File: config.mk
export PLATFORM = sky130hd
export DESIGN_NAME = fetch_unit
export DESIGN_NICKNAME = d
export VERILOG_FILES = /design/src/rtl/fetch_unit.sv
export SDC_FILE = /design/constraint.sdc
export NUM_CORES = 1
export LEC_CHECK = 0
export CORE_ASPECT_RATIO = 0.7
export CORE_MARGIN = 2
export CORE_UTILIZATION = 47
export DETAILED_ROUTE_END_ITERATION = 8
export HOLD_SLACK_MARGIN = 0.03
export PLACE_DENSITY_LB_ADDON = 0.12
export SETUP_SLACK_MARGIN = 0.3
export SLEW_MARGIN = 20
export SYNTH_ARGS = -nofsm -noshare
export SYNTH_HDL_FRONTEND = slang
export SYNTH_SLANG_ARGS = --single-unit
File: constraint.sdc
create_clock -name clk -period 3.2 [get_ports clk]
set_input_delay 0.32 -clock clk [delete_from_list [all_inputs] [get_ports clk]]
set_output_delay 0.32 -clock clk [all_outputs]
set_load 0.1 [all_outputs]
File: src/rtl/fetch_unit.sv
// Instruction fetch FSM: latches a PC, requests program memory, holds the
// returned word for the decoder, substitutes HALT when memory never answers.
module fetch_unit #(
  parameter int ADDR_W  = 8,
  parameter int DATA_W  = 16,
  parameter int TIMEOUT = 255
) (
  input  logic              clk,
  input  logic              rst_n,
  input  logic              fetch_req,
  input  logic [ADDR_W-1:0] pc,
  input  logic              flush,
  output logic              mem_read_valid,
  output logic [ADDR_W-1:0] mem_read_address,
  input  logic              mem_read_ready,
  input  logic [DATA_W-1:0] mem_read_data,
  output logic [DATA_W-1:0] instruction,
  output logic              instr_valid,
  input  logic              instr_ack,
  output logic              busy,
  output logic              fetch_err
);

  typedef enum logic [1:0] {IDLE, REQ, VALID} state_e;

  // The timeout fires in the REQ cycle whose count is TIMEOUT-1, so REQ
  // lasts at most TIMEOUT cycles.
  localparam logic [7:0]        TMO_LAST = 8'(TIMEOUT - 1);
  localparam logic [DATA_W-1:0] HALT     = DATA_W'(16'hF000);

  state_e              state_q, state_d;
  logic [ADDR_W-1:0]   addr_q, addr_d;
  logic [DATA_W-1:0]   instr_q, instr_d;
  logic                err_q, err_d;
  logic [7:0]          cnt_q, cnt_d;

  always_ff @(posedge clk or negedge rst_n) begin
    if (!rst_n) begin
      state_q <= IDLE;
      addr_q  <= '0;
      instr_q <= '0;
      err_q   <= 1'b0;
      cnt_q   <= '0;
    end else begin
      state_q <= state_d;
      addr_q  <= addr_d;
      instr_q <= instr_d;
      err_q   <= err_d;
      cnt_q   <= cnt_d;
    end
  end

  always_comb begin
    state_d = state_q;
    addr_d  = addr_q;
    instr_d = instr_q;
    err_d   = err_q;
    cnt_d   = cnt_q;
    if (flush) begin
      // Abandon the fetch but keep the last word and error flag visible.
      state_d = IDLE;
    end else begin
      unique case (state_q)
        IDLE: begin
          if (fetch_req) begin
            addr_d  = pc;
            err_d   = 1'b0;
            cnt_d   = '0;
            state_d = REQ;
          end
        end
        REQ: begin
          if (mem_read_ready) begin
            instr_d = mem_read_data;
            state_d = VALID;
          end else if (cnt_q == TMO_LAST) begin
            instr_d = HALT;
            err_d   = 1'b1;
            state_d = VALID;
          end else begin
            cnt_d = cnt_q + 8'd1;
          end
        end
        VALID: begin
          if (instr_ack) begin
            if (fetch_req) begin
              addr_d  = pc;
              err_d   = 1'b0;
              cnt_d   = '0;
              state_d = REQ;
            end else begin
              state_d = IDLE;
            end
          end
        end
        default: state_d = IDLE;
      endcase
    end
  end

  assign mem_read_valid   = (state_q == REQ);
  assign instr_valid      = (state_q == VALID);
  assign busy             = (state_q != IDLE);
  assign mem_read_address = addr_q;
  assign instruction      = instr_q;
  assign fetch_err        = err_q;

endmodule

======== After elaboration in Yosys (flattened, before gate mapping) ========
Index checks and enable logic that the tools add are counted.
W data, S select, Z words.
word-level totals
  register bits after elaboration ......... 35
  latch bits .............................. 0
  memory bits (writable) .................. 0
  ROM bits ................................ 0
  input bits .............................. 30
  output and inout port bits .............. 28
  memories ................................ 0
operators by class
  add/subtract/negate cells ............... 1
  multipliers ............................. 0
  div/mod/pow operators ................... 0
  $lt $le $gt $ge ......................... 0
  eq/ne operators ......................... 10
  shift operators ......................... 0
  mux-type cells .......................... 22
  bitwise logic cells ..................... 1
  reductions and logical operators ........ 10
operator list
  cell                   number
  $mux W8                6
  $mux W16               2
  $pmux W8 S3            1
  $pmux W8 S2            1
  $mux W2                5
  $reduce_and A5 Y1      2
  $reduce_and A3 Y1      3
  $add A8 B1 Y8 const B  1
  $eq A8 B8 Y1 const B   1
  $pmux W2 S3            1
  $reduce_bool A2 Y1     3
  $mux W1                5
  $ne A2 B1 Y1 const B   2
  $ne A2 B2 Y1 const B   2
  $ne A4 B2 Y1 const B   1
  $ne A3 B2 Y1 const B   1
  $ne A3 B3 Y1 const B   1
  $pmux W1 S3            1
  $reduce_bool A3 Y1     1
  $eq A2 B1 Y1 const B   1
  $eq A2 B2 Y1 const B   1
  $logic_not A2 Y1       1
  $not A1 Y1             1

======== Logic depth before layout (Yosys ltp) ========
  depth in word-level cells ............... 5
  mapped depth ............................ 7

======== Least setup slack after synthesis ========
No wires, ideal clock.
  path type ............................... reg-to-reg
  from .................................... register state_q[1]
  to ...................................... register addr_q[0], in the netlist mem_read_address[0]
  arrival time ............................ 1.449 ns
  data required time ...................... 3.074 ns
  setup slack ............................. 1.625 ns
  cell stages (with the launch flop) ...... 5
  path buffers ............................ 1
  cell sequence ........................... dfrtp_1 -> or2b_2 -> nand3_1 -> buf_2 -> mux2_2
on the way
  word-level cells in the longest chain between the ends .. 3
RTL lines
  item                                                                        RTL line  text
  start: declaration                                                          31        state_e state_q, state_d;
  start signal: assignment                                                    45        state_q <= state_d;
  $eq A2 B2 Y1 / $logic_not A2 Y1 (equally long branches)                     63        unique case (state_q)
  $ne A2 B1 Y1 (no source line) / $reduce_bool A2 Y1 (equally long branches)  --
  $reduce_and A3 Y1 (no source line)                                          --
  end signal: assignment                                                      46        addr_q <= addr_d;
  end: declaration                                                            32        logic [ADDR_W-1:0] addr_q, addr_d;
Several ways; a longest one is shown, not always the timed one.
A chain may end at the register's enable or synchronous reset.

======== Worst setup path in the final report ========
  from .................................... register state_q[0]
  to ...................................... output busy
on the way
  word-level cells in the longest chain between the ends .. 1
RTL lines
  item                RTL line  text
  $reduce_bool A2 Y1  103       assign busy = (state_q != IDLE);
  end: declaration    20        output logic busy,
Every way passes these cells.

==> results.txt <==
- Status: complete, no violations
* Reg-to-Reg Start: cnt_q[0]
* Path length in cells of the critical path: 2
- DR WL/cell: approximately 15 microns
- The worst setup path is launched from a flop.
- Via count of the first global-routing pass: 1,198
- Total power for the finished layout comes to ~1.9 mW.
* Number of detailed-routing iterations run before antenna repair: 4
- Timing would allow up to 435 MHz.
* Post-synthesis sequential element count: 35
- In this run the horizontal extent of the chip is between 70 and 80 microns.
- Data on the critical path arrives at its endpoint at a little under 2000 ps.
* RSZ-0062 raised after global routing: false
- Worst R2R Path Depth: 6
- Synthesis produced between 100 and 150 cells.
- CTS built an H-tree with a depth of 2.
- In this run the static leakage power is 0.974 nW.
* Number of instances resized during post-cts repair: 0
- In this run the deepest clock path goes through 2 buffers.
* Clock tree from TritonCTS: built
- Area after detailed placement: 0.00213 sq mm
- Via count normalized by instance count: roughly 5.6
- The initial utilization of the core area, before any placement, comes to 0.491.
- Cell Pwr Density: 845 mW/mm^2
* Adder-Cell Fraction of Synth Area: 0.0162
- The initial antenna violation count came to 0.
- Total standard cell area after synthesis: about 0.0015 sq mm
- The die covers 0.00377 sq mm.
- Traced cell by cell, the critical path runs through or2_2 -> clkdlybuf4s50_1.
* Critical path endpoint category: primary output
- In this run, synthesis inferred 0 flip-flops with an integrated enable.
- Of all nets on the critical path, the largest fanout is 5.
- Relative slew slack: 0.342
- Max-slew violation count: 0
- The library cell used most frequently in the layout, excluding fill and tap cells, is clkdlybuf4s50_1.
- FF-to-FF setup slack: about 1300 ps
* Final GP Congestion: approximately 0.8
- The synthesized netlist contains 36 unique library cells.
* Placement row count: 17
- The finished cells cover 0.00226 sq mm.
* Critical-path top delay cell: clkdlybuf4s50_1
- Multiplexer area fraction after synthesis: 0.0777
- Count of buffers from port buffering: 57
* Routed wire length: between 3000 and 4000 microns
- Of the total synthesized cell area, the portion taken by XOR and XNOR cells is 0.
- Setup fix buffers added after clock tree synthesis: 0
- Clock buffer count from CTS: 5
- Slew at the pin closest to its max-slew limit: 983 ps
- Sum of net half-perimeters after detailed placement: around 2500 microns
- For the worst-skew pair, the clock arrives at the later sink with an insertion delay of roughly 280 ps.
- 58 I/O pins were placed.
- The first global-routing pass estimated around 5700 microns of wire.
- In the final layout, the share of cells above drive strength 1 is 0.130.
- Crit Path Category: flop to primary output
- Initial detailed-routing violation count: roughly 70
- Synth-to-layout area growth: 46.4%
- Hold/Removal Path Class: input pin to asynchronous set/reset pin
- Data on the critical path is required at its endpoint by 2880 ps.
- Number of antenna-violating nets in the routed design: 0
- Synthesized net count: about 160
* Remaining DRCs: 0
- The Yosys step of the flow raised 0 warnings.
- Clock-pin slew was measured on the worst setup and hold paths at ~70 ps.
* NumNets Final: about 220
* Average instance area after synthesis: approximately 12 sq um
- Vias after detailed routing: 1,238
- Slowest Stage Delay on Critical Path: a little under 1000 ps
- Fraction of registers with async set/reset: 1.00
- Max-cap violations in this run came to 0.
- Count of antenna diodes in the layout: 0
- Final count of negative-setup-slack endpoints: 0
* Fraction of the mapped netlist area in compound gates: 0.170
- Across the routed clock network, the largest skew measured is around 4 ps.
- Main combinational cell family by area after synthesis: compound AO/OA/AOI/OAI gates
* Peak supply drop: ~0.00066 V
* Total of hold buffers inserted after clock tree synthesis: 0
- In the layout the commonest cells are 55 x clkdlybuf4s50_1, 35 x dfrtp_1, 12 x a22o_1, 8 x mux2_2, 6 x nand2_1.
* Largest net degree at the start of global routing: 36
- Synth Area in Simple Gates: 0.138
* Clock period minus worst slack: 2300 ps
- The endpoint identified for the worst register-to-register timing path is instruction[8].
- After filler insertion, the fill cell instance count of the layout stands at around 240.
- The total overflow left after global routing is 0.
- Predominant post-synthesis flop cell: dfrtp_1
* Overall track demand over capacity in global routing: 0.200
- Post-synthesis sequential area ratio: 0.566
- Dividing the final minimum period by the clock period gives 0.718.
- The number of hold violations in the final report came to 0.
- Total negative setup slack: 0 ps
* Core box area: around 0.0031 sq mm
- Sink Count: 35
- CTS placed an instance of clkbuf_8 at the clock tree root.
* Kind of cell adding the most delay to the critical path: buffers and inverters
* CP Buf/Inv Count: 1
- Measured along the y axis, the die boundary spans ~52 microns.
layer usage:
metal  track usage  routed length, microns
met1         0.277                    1590
met2         0.294                    1560
met3        0.0678                     232
met4        0.0710                      38
met5             0                       0
cell families after synthesis:
kind of cell               after synthesis
DFF                                     35
adders and majority gates                2
muxes                                   11
AOI/OAI and AO/OA                       32
and+or+nand+nor                         35
buffers and inverters                    9
layout make-up:
| class | instances | area (sq um) | area share |
|---|---|---|---|
| timing repair buffer | 58 | 573 | 0.253 |
| sequential | 35 | 876 | 0.387 |
| multi-input combinational | 80 | 621 | 0.274 |
| clock inverter | 2 | 60.1 | 0.0265 |
| inverter | 4 | 15.0 | 0.00663 |
| clock buffer | 6 | 72.6 | 0.0320 |
| tap | 38 | 47.5 | 0.0210 |
worst register-to-register path: stages (launching register included):
cell and delay, ps:
dfrtp_1 360, inv_1 70, ha_1 220, nand3_1 130
nor2_1 90, o21ai_1 660, a22o_1 270
how the worst max path moves through the flow:
stage | from | endpoint | slack (ps)
after floorplan | state_q[1] | mem_read_address[0] | 1620
after global placement | mem_read_ready | instruction[2] | 1040
after detailed placement | instr_ack | mem_read_address[4] | 1030
after CTS | state_q[0] | busy | 890
after global routing | state_q[0] | busy | 860
final | state_q[0] | busy | 900
power by group:
| group | total (mW) | switching [mW] | internal [mW] |
|---|---|---|---|
| sequential | 0.565 | 0.0451 | 0.520 |
| clock | 0.468 | 0.157 | 0.311 |
| combinational | 0.879 | 0.656 | 0.224 |
| total | 1.91 | 0.857 | 1.06 |
state kept, by name (all words and copies together), names as in the netlist:
register          cells
cnt_q                 8
state_q               2
mem_read_address      8
instruction          16
fetch_err             1
per-stage QoR:
step | utilization | hold WS (ps) | setup WS (ps) | std cells
floorplan | - | 24.4 | 1620 | 124
global route | 0.719 | 482 | 856 | 223
CTS | 0.719 | 456 | 887 | 223
detailed placement | 0.677 | 484 | 1030 | 215
finish | 0.719 | 437 | 901 | 223
global placement | 0.677 | 474 | 1040 | 215
synthesized netlist by cell type, types with 2 or more instances:
master / number / area, sq um
buf_6: 2 / 22.5
o22a_1: 4 / 35.0
o21ai_0: 2 / 10.0
mux2_2: 8 / 90.1
or4_1: 5 / 37.5
a22o_1: 12 / 105
nand2b_1: 2 / 12.5
inv_1: 4 / 15.0
dfrtp_1: 35 / 876
and2b_2: 2 / 17.5
mux2i_1: 3 / 30.0
nand4_1: 3 / 18.8
nand3_1: 3 / 15.0
ha_1: 2 / 25.0
o21a_1: 2 / 15.0
nor2_1: 4 / 15.0
o31ai_1: 4 / 30.0
clkbuf_1: 2 / 7.51
nand2_1: 6 / 22.5
a21boi_1: 3 / 22.5
Power figures use the tool's default switching activity.
